## src/rtl/dsp_out_misr.sv

```systemverilog
// dsp_out_misr: folds the DSP result bus into a MISR over len cycles, then shifts the signature out MSB first.
// Build option DSP_MISR_PARITY_EN adds a held result register and its parity on the parity port.
module dsp_out_misr #(
    parameter int                   DIN_WIDTH = 128,
    parameter int                   SIG_WIDTH = 32,
    parameter logic [SIG_WIDTH-1:0] POLY      = 32'h04C11DB7,
    parameter logic [SIG_WIDTH-1:0] SEED      = 32'hFFFFFFFF
) (
    input  logic                 clk,
    input  logic                 rst,
    input  logic [DIN_WIDTH-1:0] din,
    input  logic                 start,
    input  logic [15:0]          len,
    output logic                 busy,
    output logic                 sout,
    output logic                 sout_valid,
    output logic                 done,
    output logic                 parity
);

    localparam int          NSLICE     = DIN_WIDTH / SIG_WIDTH;
    localparam logic [15:0] SHIFT_LAST = 16'(SIG_WIDTH - 1);

    typedef enum logic [1:0] {IDLE, ACCUM, SHIFT, DONE} state_t;

    state_t               state_q, state_d;
    logic [SIG_WIDTH-1:0] sig_q, sig_d;
    logic [SIG_WIDTH-1:0] fold;
    logic [SIG_WIDTH-1:0] sig_step;
    logic [15:0]          cnt_q, cnt_d;

    // NOTE: every always_comb output gets a default first so no path can infer a latch.
    always_comb begin
        fold = '0;
        for (int i = 0; i < NSLICE; i++) begin
            fold ^= din[i*SIG_WIDTH +: SIG_WIDTH];
        end
    end

    assign sig_step = {sig_q[SIG_WIDTH-2:0], 1'b0}
                    ^ (sig_q[SIG_WIDTH-1] ? POLY : '0)
                    ^ fold;

    always_comb begin
        state_d    = state_q;
        sig_d      = sig_q;
        cnt_d      = cnt_q;
        busy       = 1'b0;
        sout       = 1'b0;
        sout_valid = 1'b0;
        done       = 1'b0;
        unique case (state_q)
            IDLE: begin
                if (start) begin
                    sig_d = SEED;
                    if (len != 16'd0) begin
                        state_d = ACCUM;
                        cnt_d   = len;
                    end else begin
                        state_d = SHIFT;
                        cnt_d   = SHIFT_LAST;
                    end
                end
            end
            ACCUM: begin
                busy  = 1'b1;
                sig_d = sig_step;
                // cnt holds the updates still owed, including this one
                if (cnt_q == 16'd1) begin
                    state_d = SHIFT;
                    cnt_d   = SHIFT_LAST;
                end else begin
                    cnt_d = cnt_q - 16'd1;
                end
            end
            SHIFT: begin
                busy       = 1'b1;
                sout       = sig_q[SIG_WIDTH-1];
                sout_valid = 1'b1;
                sig_d      = {sig_q[SIG_WIDTH-2:0], 1'b0};
                if (cnt_q == 16'd0) begin
                    state_d = DONE;
                end else begin
                    cnt_d = cnt_q - 16'd1;
                end
            end
            DONE: begin
                busy    = 1'b1;
                done    = 1'b1;
                state_d = IDLE;
            end
            default: state_d = IDLE;
        endcase
    end

    // NOTE: sequential state uses non-blocking assignments so all flops update from pre-edge values.
    always_ff @(posedge clk or posedge rst) begin
        if (rst) begin
            state_q <= IDLE;
            sig_q   <= SEED;
            cnt_q   <= 16'd0;
        end else begin
            state_q <= state_d;
            sig_q   <= sig_d;
            cnt_q   <= cnt_d;
        end
    end

`ifdef DSP_MISR_PARITY_EN
    logic [SIG_WIDTH-1:0] result_q, result_d;
    logic                 parity_q, parity_d;

    // Snapshot the finished signature before SHIFT starts consuming sig.
    always_comb begin
        result_d = result_q;
        parity_d = parity_q;
        if (state_d == SHIFT && state_q != SHIFT) begin
            result_d = sig_d;
            parity_d = ^sig_d;
        end
    end

    always_ff @(posedge clk or posedge rst) begin
        if (rst) begin
            result_q <= SEED;
            parity_q <= 1'b0;
        end else begin
            result_q <= result_d;
            parity_q <= parity_d;
        end
    end

    assign parity = parity_q;
`else
    assign parity = 1'b0;
`endif

endmodule

```

## config.mk

```make
export PLATFORM = sky130hd
export DESIGN_NAME = dsp_out_misr
export DESIGN_NICKNAME = d
export VERILOG_FILES = /design/src/rtl/dsp_out_misr.sv
export SDC_FILE = /design/constraint.sdc
export NUM_CORES = 1
export LEC_CHECK = 0
export CORE_MARGIN = 1
export CORE_UTILIZATION = 46
export CTS_CLUSTER_DIAMETER = 150
export CTS_CLUSTER_SIZE = 25
export DETAILED_ROUTE_END_ITERATION = 8
export PLACE_DENSITY = 0.86
export SLEW_MARGIN = 25
export SYNTH_ARGS = -nofsm -noshare
export SYNTH_HDL_FRONTEND = slang
export SYNTH_SLANG_ARGS = --single-unit
export TNS_END_PERCENT = 10
```

## constraint.sdc

```tcl
create_clock -name clk -period 2.4 [get_ports clk]
set_input_delay 0.24 -clock clk [delete_from_list [all_inputs] [get_ports clk]]
set_output_delay 0.24 -clock clk [all_outputs]
set_load 0.02 [all_outputs]
```

# After elaboration in Yosys (flattened, before gate mapping)
# Cells that the tools add are included.
totals:
  word_cells: 42
  ff_bits: 50
classes:
  bitwise_logic: 5
  n_reduce_logical: 8
  eq_ne: 8
  muxes: 17
  add_sub_neg: 1
op_table:
  columns: ["operator", "n"]
  rows:
  - ["XOR 32 bit", 4]
  - ["one-hot mux 32 bit (3 select lines)", 1]
  - ["2-to-1 mux 16 bit", 4]
  - ["one-hot mux 16 bit (3 select lines)", 1]
  - ["2-to-1 mux 32 bit", 1]
  - ["XOR 32 x 27 -> 32 bit", 1]
  - ["2-to-1 mux 27 bit", 1]
  - ["== test 16 x 1 -> 1 bit, second input constant", 1]
  - ["logical NOT 16 bit", 1]
  - ["nonzero test 16 bit", 1]
  - ["subtractor 16 x 1 -> 16 bit, second input constant", 1]
  - ["2-to-1 mux 2 bit", 4]
  - ["!= test 2 bit, second input constant", 4]
  - ["one-hot mux 2 bit (4 select lines)", 1]
  - ["AND reduction 3 bit", 2]
  - ["== test 2 bit, second input constant", 2]
  - ["2-to-1 mux 1 bit", 4]
  - ["nonzero test 3 bit", 1]
  - ["OR reduction 3 bit", 1]
  - ["== test 2 x 1 -> 1 bit, second input constant", 1]
  - ["logical NOT 2 bit", 1]
  - ["AND reduction 2 bit", 1]

# Longest topological paths before layout
depth:
  word_depth: 5
  mapped_depth: 9
  depth_no_buf: 7

# Least setup slack after synthesis
# OpenSTA, ideal clock, no wires.
synth_timing:
  kind: "register to output"
  startpoint: "reg state_q[0]"
  endpoint: "out sout"
  setup_slack_ps: 248
  path_buffers: 3
  arrival_ps: 1912
  stages_incl_launch_ff: 7
  path_cell_list: "dfrtp_1 -> inv_1 -> ha_1 -> clkbuf_1 -> clkbuf_1 -> clkbuf_1 -> and2_1"
synth_via:
  elab_chain_cells: 2
synth_rtl:
  columns: ["element", "line_no", "source"]
  rows:
  - ["from (decl)", "26", "state_t state_q, state_d;"]
  - ["from (signal assigned)", "103", "state_q <= state_d;"]
  - ["== test 2 bit", "52", "unique case (state_q)"]
  - ["2-to-1 mux 1 bit", "52", null]
  - ["to (decl)", "15", "output logic sout,"]
# Every way passes these cells.

# Final worst setup path
# Ends and elaborated chain as after synthesis.

==> run_summary.xml <==
<?xml version="1.0" encoding="UTF-8"?>
<metrics>
  <group name="run_status">
    <metric name="outcome" unit="">finished, violations left</metric>
    <metric name="failed_checks" unit="">design-rule violations</metric>
  </group>
  <group name="sta">
    <metric name="fin_crit" unit="ps">2220</metric>
    <metric name="final-hold-violation-count" unit="">0</metric>
    <metric name="fin_worst_hold_slack" unit="ps">224</metric>
    <metric name="timing.max_slew.rel_slack" unit="%">59.7</metric>
    <metric name="timing.final.max_slew_violations" unit="">0</metric>
    <metric name="finalSetupTns" unit="ps">0</metric>
    <metric name="max_freq" unit="MHz">451</metric>
    <metric name="timing_worst_slew_pin_value" unit="ps">602</metric>
    <metric name="setup_viol" unit="">0</metric>
    <metric name="crit_share_post_route" unit="%">92.4</metric>
    <metric name="worst_clock_skew" unit="ps">5.40</metric>
  </group>
  <group name="floorplanning">
    <metric name="core-area" unit="mm2">0.00885</metric>
    <metric name="row_count" unit="">34</metric>
    <metric name="start_util" unit="%">48.3</metric>
    <metric name="die-area" unit="mm2">0.00968</metric>
    <metric name="die_height" unit="um">98.4</metric>
    <metric name="ios" unit="">152</metric>
    <metric name="die_x" unit="um">98.4</metric>
  </group>
  <group name="finish">
    <metric name="postLayoutCellArea" unit="mm2">0.00606</metric>
    <metric name="insertedDiodeCount" unit="">0</metric>
    <metric name="net_total_in_the_final_layout" unit="">784</metric>
    <metric name="ratio_of_cells_with_drive_above_1_in_the_final_layout" unit="%">12.0</metric>
    <metric name="syn_to_final_growth" unit="%">41.8</metric>
    <metric name="fill_cells" unit="">732</metric>
  </group>
  <group name="setup_path">
    <metric name="worst_setup_path_end_kind" unit="">output pin</metric>
    <metric name="critical_path_required" unit="ps">2160</metric>
    <metric name="start_kind" unit="">flop</metric>
    <metric name="critical_path_peak_fanout" unit="">9</metric>
    <metric name="worst_path_max_delay_cell" unit="">sky130_fd_sc_hd__clkdlybuf4s50_1</metric>
    <metric name="setup.worst_path.class" unit="">reg -&gt; out</metric>
    <metric name="timing.critical_path.arrival" unit="ps">1980</metric>
    <metric name="critPathMaxStageDelay" unit="ps">610</metric>
    <metric name="worstPathCellList" unit="">inv_1 &gt; ha_2 &gt; and2_1 &gt; clkdlybuf4s50_1</metric>
  </group>
  <group name="synthesis">
    <metric name="synth.yosys.seq_area_share" unit="%">30.2</metric>
    <metric name="synth_area_per_inst" unit="um2">8.91</metric>
    <metric name="mappedNetlistArea" unit="mm2">0.00428</metric>
    <metric name="synth-seq-cells" unit="">50</metric>
    <metric name="postSynthNetCount" unit="">634</metric>
    <metric name="synthesis.yosys.warnings" unit="">0</metric>
    <metric name="syn_inst" unit="">480</metric>
    <metric name="synth_cell_types" unit="">54</metric>
  </group>
  <group name="drt">
    <metric name="drc" unit="">1</metric>
    <metric name="initialDrtViolationCount" unit="">227</metric>
    <metric name="finalWirelength" unit="um">11900</metric>
    <metric name="viasPerCell" unit="">5.68</metric>
    <metric name="firstDrtPassIters" unit="">9</metric>
    <metric name="count_of_antenna_violating_nets_left_after_detailed_routing" unit="">0</metric>
    <metric name="wl_per_cell" unit="um">16.2</metric>
    <metric name="route.vias.total" unit="">4200</metric>
  </group>
  <group name="worst_hold_path">
    <metric name="hold_path.class" unit="">in -&gt; async</metric>
  </group>
  <group name="clock_tree">
    <metric name="clk_path_buf_depth" unit="">2</metric>
    <metric name="clk_pin_slew" unit="ps">100</metric>
    <metric name="tritoncts" unit="">done</metric>
    <metric name="htree_levels" unit="">2</metric>
    <metric name="clock-sinks" unit="">50</metric>
    <metric name="clock_latency" unit="ps">310</metric>
    <metric name="clk_root_buffer_cell" unit="">sky130_fd_sc_hd__clkbuf_8</metric>
    <metric name="numCtsBuffers" unit="">5</metric>
  </group>
  <group name="placement">
    <metric name="post_detailed_placement_half_perimeter_wirelength" unit="um">9310</metric>
    <metric name="place_congestion" unit="">0.892</metric>
    <metric name="port_buffers" unit="">150</metric>
    <metric name="postPlaceCellArea" unit="mm2">0.00592</metric>
  </group>
  <group name="flow_run">
    <metric name="drv.max_cap_violation_count" unit="">0</metric>
  </group>
  <group name="global_routing">
    <metric name="grt_antenna_before_repair" unit="">0</metric>
    <metric name="first_global_vias" unit="">4247</metric>
    <metric name="global_route.overflow_total" unit="">0</metric>
    <metric name="grt_start_max_net_pins" unit="">50</metric>
    <metric name="grt_use_total" unit="%">24.8</metric>
    <metric name="global_route_wire_length_before_repair" unit="um">19500</metric>
  </group>
  <group name="power_and_ir_drop">
    <metric name="total_power" unit="mW">4.34</metric>
    <metric name="power_density_relative_to_cell_area" unit="mW/mm2">715</metric>
    <metric name="static-leakage-power" unit="nW">2.20</metric>
    <metric name="worst_supply_voltage_drop_on_vdd" unit="V">0.000386</metric>
  </group>
</metrics>
[layout make-up]
type	instances	area, um2	share of cell area (%)
Multi-Input combinational cell	389	2820	46.6
Clock inverter	1	8.76	0.145
Inverter	13	48.8	0.805
Tap cell	108	135	2.23
Clock buffer	7	96.3	1.59
Sequential cell	50	1290	21.3
Timing Repair Buffer	171	1660	27.4
[path summary, 6_finish.rpt]
path / startpoint / end / slack [ps] / cells past startpoint
setup / recovery: state_q[0]$_DFFE_PP0P_ / sout / 180 / 4
hold / removal: rst / cnt_q[13]$_DFFE_PP0P_ / 220 / 2
setup reg to reg: cnt_q[6]$_DFFE_PP0P_ / cnt_q[8]$_DFFE_PP0P_ / 200 / 6
hold reg to reg: sig_q[17]$_DFFE_PP1P_ / sig_q[17]$_DFFE_PP1P_ / 530 / 2
max in group asynchronous: rst / sig_q[2]$_DFFE_PP1P_ / 1540 / 3
min in group clk: sig_q[17]$_DFFE_PP1P_ / sig_q[17]$_DFFE_PP1P_ / 530 / 2
[cells in the mapped netlist (all sizes together)]
library cell / instances / area share, %
a211o: 2 / 0.41
a21oi: 6 / 0.70
a221oi: 9 / 1.8
a22o: 4 / 0.82
a2bb2oi: 1 / 0.20
a31oi: 2 / 0.29
a41oi: 24 / 5.1
and2: 2 / 0.29
and3: 2 / 0.29
and4: 1 / 0.20
buf: 10 / 1.3
clkbuf: 18 / 1.6
clkinv: 1 / 0.088
conb: 1 / 0.088
dfrtp: 18 / 11
dfstp: 32 / 20
ha: 7 / 2.0
inv: 12 / 1.1
mux2: 1 / 0.26
mux2i: 2 / 0.47
nand2: 60 / 5.3
nand2b: 2 / 0.29
nand3: 3 / 0.35
nand4: 5 / 0.88
nor2: 33 / 2.9
nor2b: 11 / 1.6
nor3: 5 / 0.70
nor3b: 1 / 0.18
nor4: 8 / 2.2
nor4b: 1 / 0.20
o211ai: 13 / 2.3
o21a: 10 / 1.8
o21ai: 16 / 2.5
o221ai: 4 / 0.82
o22ai: 7 / 1.0
o2bb2ai: 1 / 0.20
o31ai: 2 / 0.47
o32ai: 1 / 0.20
o41ai: 3 / 0.61
or3: 3 / 0.44
or4: 1 / 0.18
xnor2: 130 / 27
xor2: 5 / 1.0
[logic make-up (layout without fill, tap and decap cells)]
group	after synthesis	count (layout)	synth area share (%)
XOR/XNOR	135	135	27.7
buffers and inverters	41	192	4.04
AND/OR/NAND/NOR	138	138	16.0
AO/OA/AOI/OAI	105	105	19.2
multiplexers	3	3	0.732
adder cells (fa/ha/maj)	7	7	2.05
flip-flops	50	50	30.2
other	1	1	0.0877
[cells in the final DEF, fill, tap and decap left out, drive strengths merged, types with 7 or more instances in the layout]
| master | count |
|---|---|
| inv | 12 |
| clkbuf | 7 |
| nor2b | 11 |
| xnor2 | 130 |
| nor4 | 8 |
| nand2 | 60 |
| buf | 21 |
| o21a | 10 |
| ha | 7 |
| a41oi | 24 |
| o22ai | 7 |
| clkdlybuf4s50 | 150 |
| nor2 | 33 |
| o21ai | 16 |
| a221oi | 9 |
| dfstp | 32 |
| o211ai | 13 |
| dfrtp | 18 |
[power by group]
group / switching [mW] / internal (mW) / leakage [nW] / total [mW]
combinational: 0.833 / 1.27 / 1.60 / 2.10
clock: 0.301 / 0.265 / 0.0544 / 0.566
sequential: 0.313 / 1.36 / 0.549 / 1.67
total: 1.45 / 2.89 / 2.20 / 4.34
[state kept, by name, indices dropped and copies added, names as in the netlist]
name / count
cnt_q: 16
sig_q: 32
state_q: 2
[timing repair]
action / in CTS / in global routing
hold buffers: 0 / 0
setup endpoints to repair: 0 / 3
resized for setup: 0 / 1
buffers inserted: 0 / 4
[critical path: cells and delay by family, from the launching register on]
kind                     cells  cell delay (ps)
AND/OR/NAND/NOR              1              180
buffers and inverters        2              730
flip-flops                   1              420
adder cells (fa/ha/maj)      1              340
[layer usage]
layer	routed length, um	vias to the layer above	track usage, %
li1	-	1978	-
met3	822	23	3.65
met2	6350	190	46.9
met1	4520	2009	28.8
met4	251	0	7.46
met5	0	-	0
[through the flow]
step	util, %	instances	setup slack (ps)
finish	68.5	739	182
global placement	66.9	727	151
global route	68.5	739	-7.91
CTS	68.1	735	41.4
floorplan	-	480	248
detailed placement	66.9	727	95.4
Power figures use the tool's default switching activity.
